--- src/rtl/uart_pkg.sv ---
// Shared UART definitions: receiver state encoding, frame width and the
// baud-period helper used by both the receiver and the transmitter.
package uart_pkg;

  localparam int unsigned UART_DATA_BITS = 8;

  typedef enum logic [2:0] {
    IDLE,
    START,
    DATA,
    STOP,
    WAIT_HIGH
  } uart_rx_state_t;

  function automatic int unsigned clocks_per_baud(input int unsigned sysclock,
                                                  input int unsigned baudrate);
    return sysclock / baudrate;
  endfunction

endpackage

--- src/rtl/uart_rx_if.sv ---
// Receive-side UART bundle: the serial line in, and the byte/strobe/busy
// outputs presented to the consumer.
interface uart_rx_if;

  logic                                 i_uart_rx;
  logic [uart_pkg::UART_DATA_BITS-1:0]  o_data;
  logic                                 o_valid;
  logic                                 o_frame_err;
  logic                                 o_busy;

  // master drives the line and consumes bytes; slave is the receiver itself
  modport master (output i_uart_rx, input o_data, o_valid, o_frame_err, o_busy);
  modport slave  (input i_uart_rx, output o_data, o_valid, o_frame_err, o_busy);

endinterface

--- src/rtl/sync_2ff.sv ---
// Two-flop synchronizer for a single asynchronous input, with a
// selectable reset level so idle-high and idle-low lines both start quiet.
module sync_2ff #(
  parameter logic RESET_VAL = 1'b1
) (
  input  logic clk,
  input  logic rst,
  input  logic d,
  output logic q
);

  logic meta;

  // NOTE: sequential state uses non-blocking (<=) so every flop samples the
  // pre-edge value; blocking here would collapse the two stages into one.
  always_ff @(posedge clk) begin
    if (rst) begin
      meta <= RESET_VAL;
      q    <= RESET_VAL;
    end else begin
      meta <= d;
      q    <= meta;
    end
  end

endmodule

--- src/rtl/uart_rx.sv ---
// 8N1 UART receiver: mid-bit sampling driven by a reloadable baud down-counter,
// with a one-cycle strobe for each good byte and for each framing error.
module uart_rx
  import uart_pkg::*;
#(
  parameter int unsigned BAUDRATE = 115200,
  parameter int unsigned SYSCLOCK = 100000000
) (
  input  logic       i_clk,
  input  logic       i_rst,
  uart_rx_if.slave   bus
);

  localparam int unsigned CLOCKS_PER_BAUD = clocks_per_baud(SYSCLOCK, BAUDRATE);
  localparam int unsigned HALF_BAUD       = CLOCKS_PER_BAUD / 2;
  localparam logic [31:0] FULL_LOAD       = 32'(CLOCKS_PER_BAUD - 1);
  localparam logic [31:0] HALF_LOAD       = 32'(HALF_BAUD - 1);
  localparam logic [2:0]  LAST_BIT        = 3'(UART_DATA_BITS - 1);

  if (CLOCKS_PER_BAUD < 4) begin : g_baud_check
    $error("uart_rx: SYSCLOCK/BAUDRATE must be at least 4");
  end

  logic rx_s;

  sync_2ff #(.RESET_VAL(1'b1)) u_sync (
    .clk (i_clk),
    .rst (i_rst),
    .d   (bus.i_uart_rx),
    .q   (rx_s)
  );

  uart_rx_state_t              state, state_nx;
  logic [31:0]                 baud_cnt, baud_cnt_nx;
  logic [2:0]                  bit_cnt, bit_cnt_nx;
  logic [UART_DATA_BITS-1:0]   shift, shift_nx;
  logic [UART_DATA_BITS-1:0]   data, data_nx;
  logic                        valid, valid_nx;
  logic                        frame_err, frame_err_nx;
  logic                        tick;

  assign tick = (baud_cnt == 32'd0);

  // NOTE: every signal written here gets a default before the case, so no
  // path leaves one unassigned and no latch is inferred.
  always_comb begin
    state_nx     = state;
    baud_cnt_nx  = tick ? baud_cnt : baud_cnt - 32'd1;
    bit_cnt_nx   = bit_cnt;
    shift_nx     = shift;
    data_nx      = data;
    valid_nx     = 1'b0;
    frame_err_nx = 1'b0;

    unique case (state)
      IDLE: begin
        if (!rx_s) begin
          baud_cnt_nx = HALF_LOAD;
          state_nx    = START;
        end
      end
      START: begin
        if (tick) begin
          if (!rx_s) begin
            baud_cnt_nx = FULL_LOAD;
            bit_cnt_nx  = 3'd0;
            state_nx    = DATA;
          end else begin
            state_nx    = IDLE;   // start bit did not survive to mid-bit
          end
        end
      end
      DATA: begin
        if (tick) begin
          shift_nx    = {rx_s, shift[UART_DATA_BITS-1:1]};
          baud_cnt_nx = FULL_LOAD;
          if (bit_cnt == LAST_BIT) state_nx = STOP;
          else                     bit_cnt_nx = bit_cnt + 3'd1;
        end
      end
      STOP: begin
        if (tick) begin
          if (rx_s) begin
            data_nx      = shift;
            valid_nx     = 1'b1;
            state_nx     = IDLE;
          end else begin
            frame_err_nx = 1'b1;
            state_nx     = WAIT_HIGH;
          end
        end
      end
      WAIT_HIGH: begin
        // a held-low line (break) must not restart reception until it recovers
        if (rx_s) state_nx = IDLE;
      end
      default: state_nx = IDLE;
    endcase
  end

  always_ff @(posedge i_clk) begin
    if (i_rst) begin
      state     <= IDLE;
      baud_cnt  <= 32'd0;
      bit_cnt   <= 3'd0;
      shift     <= '0;
      data      <= '0;
      valid     <= 1'b0;
      frame_err <= 1'b0;
    end else begin
      state     <= state_nx;
      baud_cnt  <= baud_cnt_nx;
      bit_cnt   <= bit_cnt_nx;
      shift     <= shift_nx;
      data      <= data_nx;
      valid     <= valid_nx;
      frame_err <= frame_err_nx;
    end
  end

  assign bus.o_data      = data;
  assign bus.o_valid     = valid;
  assign bus.o_frame_err = frame_err;
  assign bus.o_busy      = (state != IDLE);

endmodule

--- src/flat_wrapper.sv ---
// flat-port wrapper written by rule: the top's interface ports become plain ports
module uart_rx_flat import uart_pkg::*;
#(
  parameter int unsigned BAUDRATE = 115200,
  parameter int unsigned SYSCLOCK = 100000000
)
  (i_clk, i_rst, bus_i_uart_rx, bus_o_data, bus_o_valid, bus_o_frame_err, bus_o_busy);
  uart_rx_if bus_i ();
  input  logic i_clk;
  input  logic i_rst;
  input wire logic [$bits(bus_i.i_uart_rx)-1:0] bus_i_uart_rx;
  output wire logic [$bits(bus_i.o_data)-1:0] bus_o_data;
  output wire logic [$bits(bus_i.o_valid)-1:0] bus_o_valid;
  output wire logic [$bits(bus_i.o_frame_err)-1:0] bus_o_frame_err;
  output wire logic [$bits(bus_i.o_busy)-1:0] bus_o_busy;
  assign bus_i.i_uart_rx = bus_i_uart_rx;
  assign bus_o_data = bus_i.o_data;
  assign bus_o_valid = bus_i.o_valid;
  assign bus_o_frame_err = bus_i.o_frame_err;
  assign bus_o_busy = bus_i.o_busy;
  uart_rx #(.BAUDRATE(BAUDRATE), .SYSCLOCK(SYSCLOCK)) u_core (.i_clk(i_clk), .i_rst(i_rst), .bus(bus_i));
endmodule
--- config.mk ---
export PLATFORM = sky130hd
export DESIGN_NAME = uart_rx_flat
export DESIGN_NICKNAME = d
export VERILOG_FILES = /design/src/rtl/uart_pkg.sv /design/src/rtl/uart_rx_if.sv /design/src/rtl/sync_2ff.sv /design/src/rtl/uart_rx.sv /design/src/flat_wrapper.sv
export SDC_FILE = /design/constraint.sdc
export NUM_CORES = 1
export LEC_CHECK = 0
export ABC_AREA = 1
export BUFFER_PORTS_ARGS = -buffer_cell sky130_fd_sc_hd__buf_2
export CAP_MARGIN = 20
export CORE_MARGIN = 2
export CORE_UTILIZATION = 40
export CTS_CLUSTER_SIZE = 16
export DETAILED_ROUTE_END_ITERATION = 10
export PLACE_DENSITY_LB_ADDON = 0.3
export SYNTH_ARGS = -nofsm -noshare
export SYNTH_HDL_FRONTEND = slang
export SYNTH_HIERARCHICAL = 1
export SYNTH_SLANG_ARGS = --single-unit
--- constraint.sdc ---
create_clock -name i_clk -period 2.3 [get_ports i_clk]
set_input_delay 0.23 -clock i_clk [delete_from_list [all_inputs] [get_ports i_clk]]
set_output_delay 0.23 -clock i_clk [all_outputs]
set_load 0.01 [all_outputs]
## Word-level counts from Yosys, hierarchy flattened

Cells that the tools add are included.

| storage, ports and cells | value |
|---|---|
| output and inout bits | 11 |
| register bits | 58 |
| input port bits | 3 |
| logic and storage cells | 57 |

| operators by class | value |
|---|---|
| bitwise operators | 2 |
| multiplexer cells | 22 |
| reduce and logical (&&, ||, !) cells | 9 |
| equal/unequal tests | 13 |
| add/subtract/negate cells | 2 |

Operator list:

| kind | count |
|---|---|
| 2-to-1 mux 32 bit | 5 |
| case mux 32 bit (3 select lines) | 1 |
| 2-to-1 mux 3 bit | 11 |
| logical NOT 32 bit | 1 |
| subtractor 32 x 1 -> 32 bit, second input constant | 1 |
| case mux 3 bit (5 select lines) | 1 |
| != test 2 x 1 -> 1 bit, second input constant | 4 |
| != test 2 bit, second input constant | 4 |
| == test 3 x 2 -> 1 bit, second input constant | 2 |
| == test 3 bit, second input constant | 2 |
| case mux 3 bit (2 select lines) | 1 |
| AND reduction 6 bit | 1 |
| AND reduction 5 bit | 1 |
| adder 3 x 1 -> 3 bit, second input constant | 1 |
| == test 3 x 1 -> 1 bit, second input constant | 1 |
| logical NOT 3 bit | 1 |
| AND reduction 3 bit | 1 |
| nonzero test 3 bit | 1 |
| OR reduction 3 bit | 1 |
| 2-to-1 mux 1 bit | 2 |
| 2-to-1 mux 2 bit | 1 |
| inverter 1 bit | 2 |
| AND reduction 2 bit | 1 |
| nonzero test 2 bit | 1 |

## Longest topological paths before layout

| depth | value |
|---|---|
| depth in word-level cells | 5 |
| gate-level depth with buffers | 12 |
| gate-level depth less buffers | 12 |

## Cells and area by module

The synthesis kept the hierarchy.

By module, submodules not included:

| module | instances | seq. area each (sq um) | area an instance (sq um) | cells an instance |
|---|---|---|---|---|
| uart_rx | 1 | 1121.1 | 3101.7 | 453 |
| sync_2ff | 1 | 40.0 | 58.8 | 7 |

## Worst setup path before layout

OpenSTA, ideal clock, no wires.

| timing path | value |
|---|---|
| kind | reg-to-reg |
| from | reg u_core.baud_cnt[0] |
| to | reg u_core.baud_cnt[0] |
| required time | 2.180 ns |
| slack | 0.264 ns |
| path buffers | 0 |
| setup time | 0.120 ns |
| arrival time | 1.916 ns |
| cell stages (with the launch flop) | 12 |
| clock period less this slack | 2.036 ns |
| cell sequence | dfxtp_1 > inv_1 > ha_1 > nand2_1 > nor2_2 > nand2_1 > nor2_2 > inv_1 > ha_1 > or2_2 > nand2_1 > a21oi_1 |

| between the ends | value |
|---|---|
| cells in the longest elaborated chain, start to end | 5 |
| elaborated cells on any way between the ends | 8 |
| classes of those cells | add/sub: 1; mux: 6; reduce/logical: 1 |

RTL lines:

| element | line | source |
|---|---|---|
| from (decl) | uart_rx.sv:34 | `logic [31:0] baud_cnt, baud_cnt_nx;` |
| from (signal assigned) | uart_rx.sv:112 | `baud_cnt <= baud_cnt_nx;` |
| subtractor 32 x 1 -> 32 bit / logical NOT 32 bit (equally long branches) | uart_rx.sv:48, uart_rx.sv:42 |  |
| 2-to-1 mux 32 bit | uart_rx.sv:48 | `baud_cnt_nx = tick ? baud_cnt : baud_cnt - 32'd1;` |
| 2-to-1 mux 32 bit | uart_rx.sv:64 | `if (!rx_s) begin` |
| 2-to-1 mux 32 bit | uart_rx.sv:63 | `if (tick) begin` |
| case mux 32 bit (3 select lines) (*) | uart_rx.sv:55 | `unique case (state)` |

Mark *: on every way between the ends. The rest lies on a longest branch, timed or not.
A chain may end at the register's enable or synchronous reset.

## Worst setup path after layout

Ends and elaborated chain as after synthesis.

==> out/metrics.yaml <==
final_cell_mix: "nor2_1, nand2_1, dfxtp_1"
fmax_ghz: 0.462
row_count: 32
wirelength_mm: 7.70
yosysWarnings: 6
yosysSeqAreaShare_pct: 36.7
worstPathArrival_ps: 2400
final_core_util_pct: 47.1
grt_pass1_wl_mm: 12.8
drt-pass1-iter-count: 4
antenna_cells: 0
endpoint_kind: "flip-flop"
status: "finished, final reports clean"
hpwlAfterDp_mm: 5.80
worst_pin_slew_ps: 486
ys.flop_type: "dfxtp_1"
hold_viol: 0
drt_iter0_drc: 187
fp.dieW_um: 92.9
nNetsFinal: 489
path_depth: 11
vias: 2937
async_flop_share_pct: 0
crit_buf_inv: 2
period_needed_ps: 2160
area_growth_syn_to_layout_pct: 14.4
fin_skew_ps: 8.03
syn_nets: 467
overflow: 0
cts_tree: "built"
maxSlewViolCount: 0
syn_area_um2: 3160
grt_antenna_before_repair: 0
synth-edff-count: 0
io_pins: 14
crit_family: "simple AND/OR/NAND/NOR gates"
rrSetupSlack_ps: 140
crit_path_max_incr_delay_ps: 330
fin_crit_sh_pct: 94.0
crit_path_start_kind: "flip-flop"
grt_setup_unrepaired: "no"
synth_seq_cells: 58
core_area_um2: 7690
path_clk_slew_ps: 70
drv_cap: 0
synth_cells: 460
path_common_cell: "nand2_1"
crit_type: "reg -> reg"
clockBufferDepth: 2
post_drt_wl_per_cell_um: 13.1
final_common_cell: "nor2_1"
reg2reg_depth: 11
synth.avg_cell_area_um2: 6.87
detail-route-antenna-nets: 0
gp_congestion: 0.965
hold_buffers: 0
crit_slowest_cell: "dfxtp_1"
final_cells: 589
cts_buffers: 9
worstPathRequired_ps: 2540
grt_max_degree: 25
postCtsSetupBuffers: 0
nFillCells: 809
clock-sinks: 58
hp-class: "in -> reg"
yosysUniqueCellTypes: 29
ctsHtreeMaxLevel: 3
post_cts_resized: 0
insertion_delay_ps: 350
cts_root_buf: "clkbuf_8"
max_slew_margin_pct: 67.5
grt.total_usage_pct: 19.3
whs_ps: 47.7
drc_errors: 0
hold_depth: 3
start_util_pct: 41.1
routed_via_density: 4.99
grt_pass1_vias: 2713
crit_fanout: 5
die-area_um2: 8630
portBuffers: 13
drive_above_1_share_pct: 13.6
finalSetupViolCount: 0
dieHeight_um: 92.9
worstPathCellList: "inv_1, ha_1, nand2_1, nor2_2, nand2_1, nor2_2, inv_1, ha_1, or2_2, nand2_1, a21oi_1"
dpl.cell_count: 573
tns_ps: 0
==> cell usage after synthesis (3+ instances only) <==
cell type	instances	area [um^2]
a21oi_1	28	140
buf_6	3	33.8
clkbuf_1	3	11.3
dfxtp_1	58	1160
ha_1	4	50.1
inv_1	56	210
nand2_1	83	312
nand2_2	6	37.5
nand2_4	4	45.0
nand3_1	23	115
nand4_1	13	81.3
nor2_1	88	330
nor2_2	6	37.5
nor2_4	8	90.1
nor3_1	8	40.0
nor3b_1	4	30.0
o21ai_0	34	170
xnor2_1	3	26.3
xor2_1	13	114
==> area by class of cell <==
class	count	area, um^2	share of cell area [%]
Clock inverter	6	136	3.77
Inverter	58	218	6.02
Multi-Input combinational cell	336	1730	47.7
Timing Repair Buffer	19	110	3.04
Clock buffer	10	138	3.80
Sequential cell	58	1160	32.1
Tap cell	102	128	3.53
==> logic make-up after synthesis <==
family                     count (synthesis)  share of synthesized area (%)
DFF                                       58                           36.7
xor gates and xnor gates                  16                           4.43
buffers and inverters                     66                           8.63
and+or+nand+nor                          251                           38.2
AOI/OAI and AO/OA                         65                           10.4
adders and majority gates                  4                           1.58
==> layer usage <==
metal  track usage (%)  vias to the layer above  wire [um]
met3              5.53                       13        292
li1                  -                     1519          -
met2              33.0                       49       3740
met1              23.1                     1356       3540
met4              6.86                        0        127
met5                 0                        -          0
==> sequential cells by signal (all words and copies together), names as in the netlist <==
signal                  count
u_core/bus.o_data           8
u_core/bus.o_frame_err      1
u_core/state                3
u_core/u_sync/q             1
u_core/shift                8
u_core/u_sync/meta          1
u_core/bus.o_valid          1
u_core/baud_cnt            32
u_core/bit_cnt              3
==> worst min-delay path, cell delays in order <==
cell and delay (ps):
buf_2 70, inv_1 30, nand2_1 40
==> path summary, 6_finish.rpt <==
check                          start            endpoint
setup / recovery  u_core/baud_cnt[0]  u_core/baud_cnt[0]
hold / removal         bus_i_uart_rx  u_core/u_sync/meta
setup reg to reg  u_core/baud_cnt[0]  u_core/baud_cnt[0]
hold reg to reg   u_core/u_sync/meta     u_core/u_sync/q
==> per-stage QoR <==
step | setup slack [ps] | area, um^2
floorplan | 264 | 3160
global route | 35.9 | 3620
finish | 138 | 3620
global placement | 298 | 3340
detailed placement | 188 | 3340
CTS | 145 | 3620
Power is not shown: default switching activity piles up to over one toggle a cycle in this logic, so the estimate is an artifact.
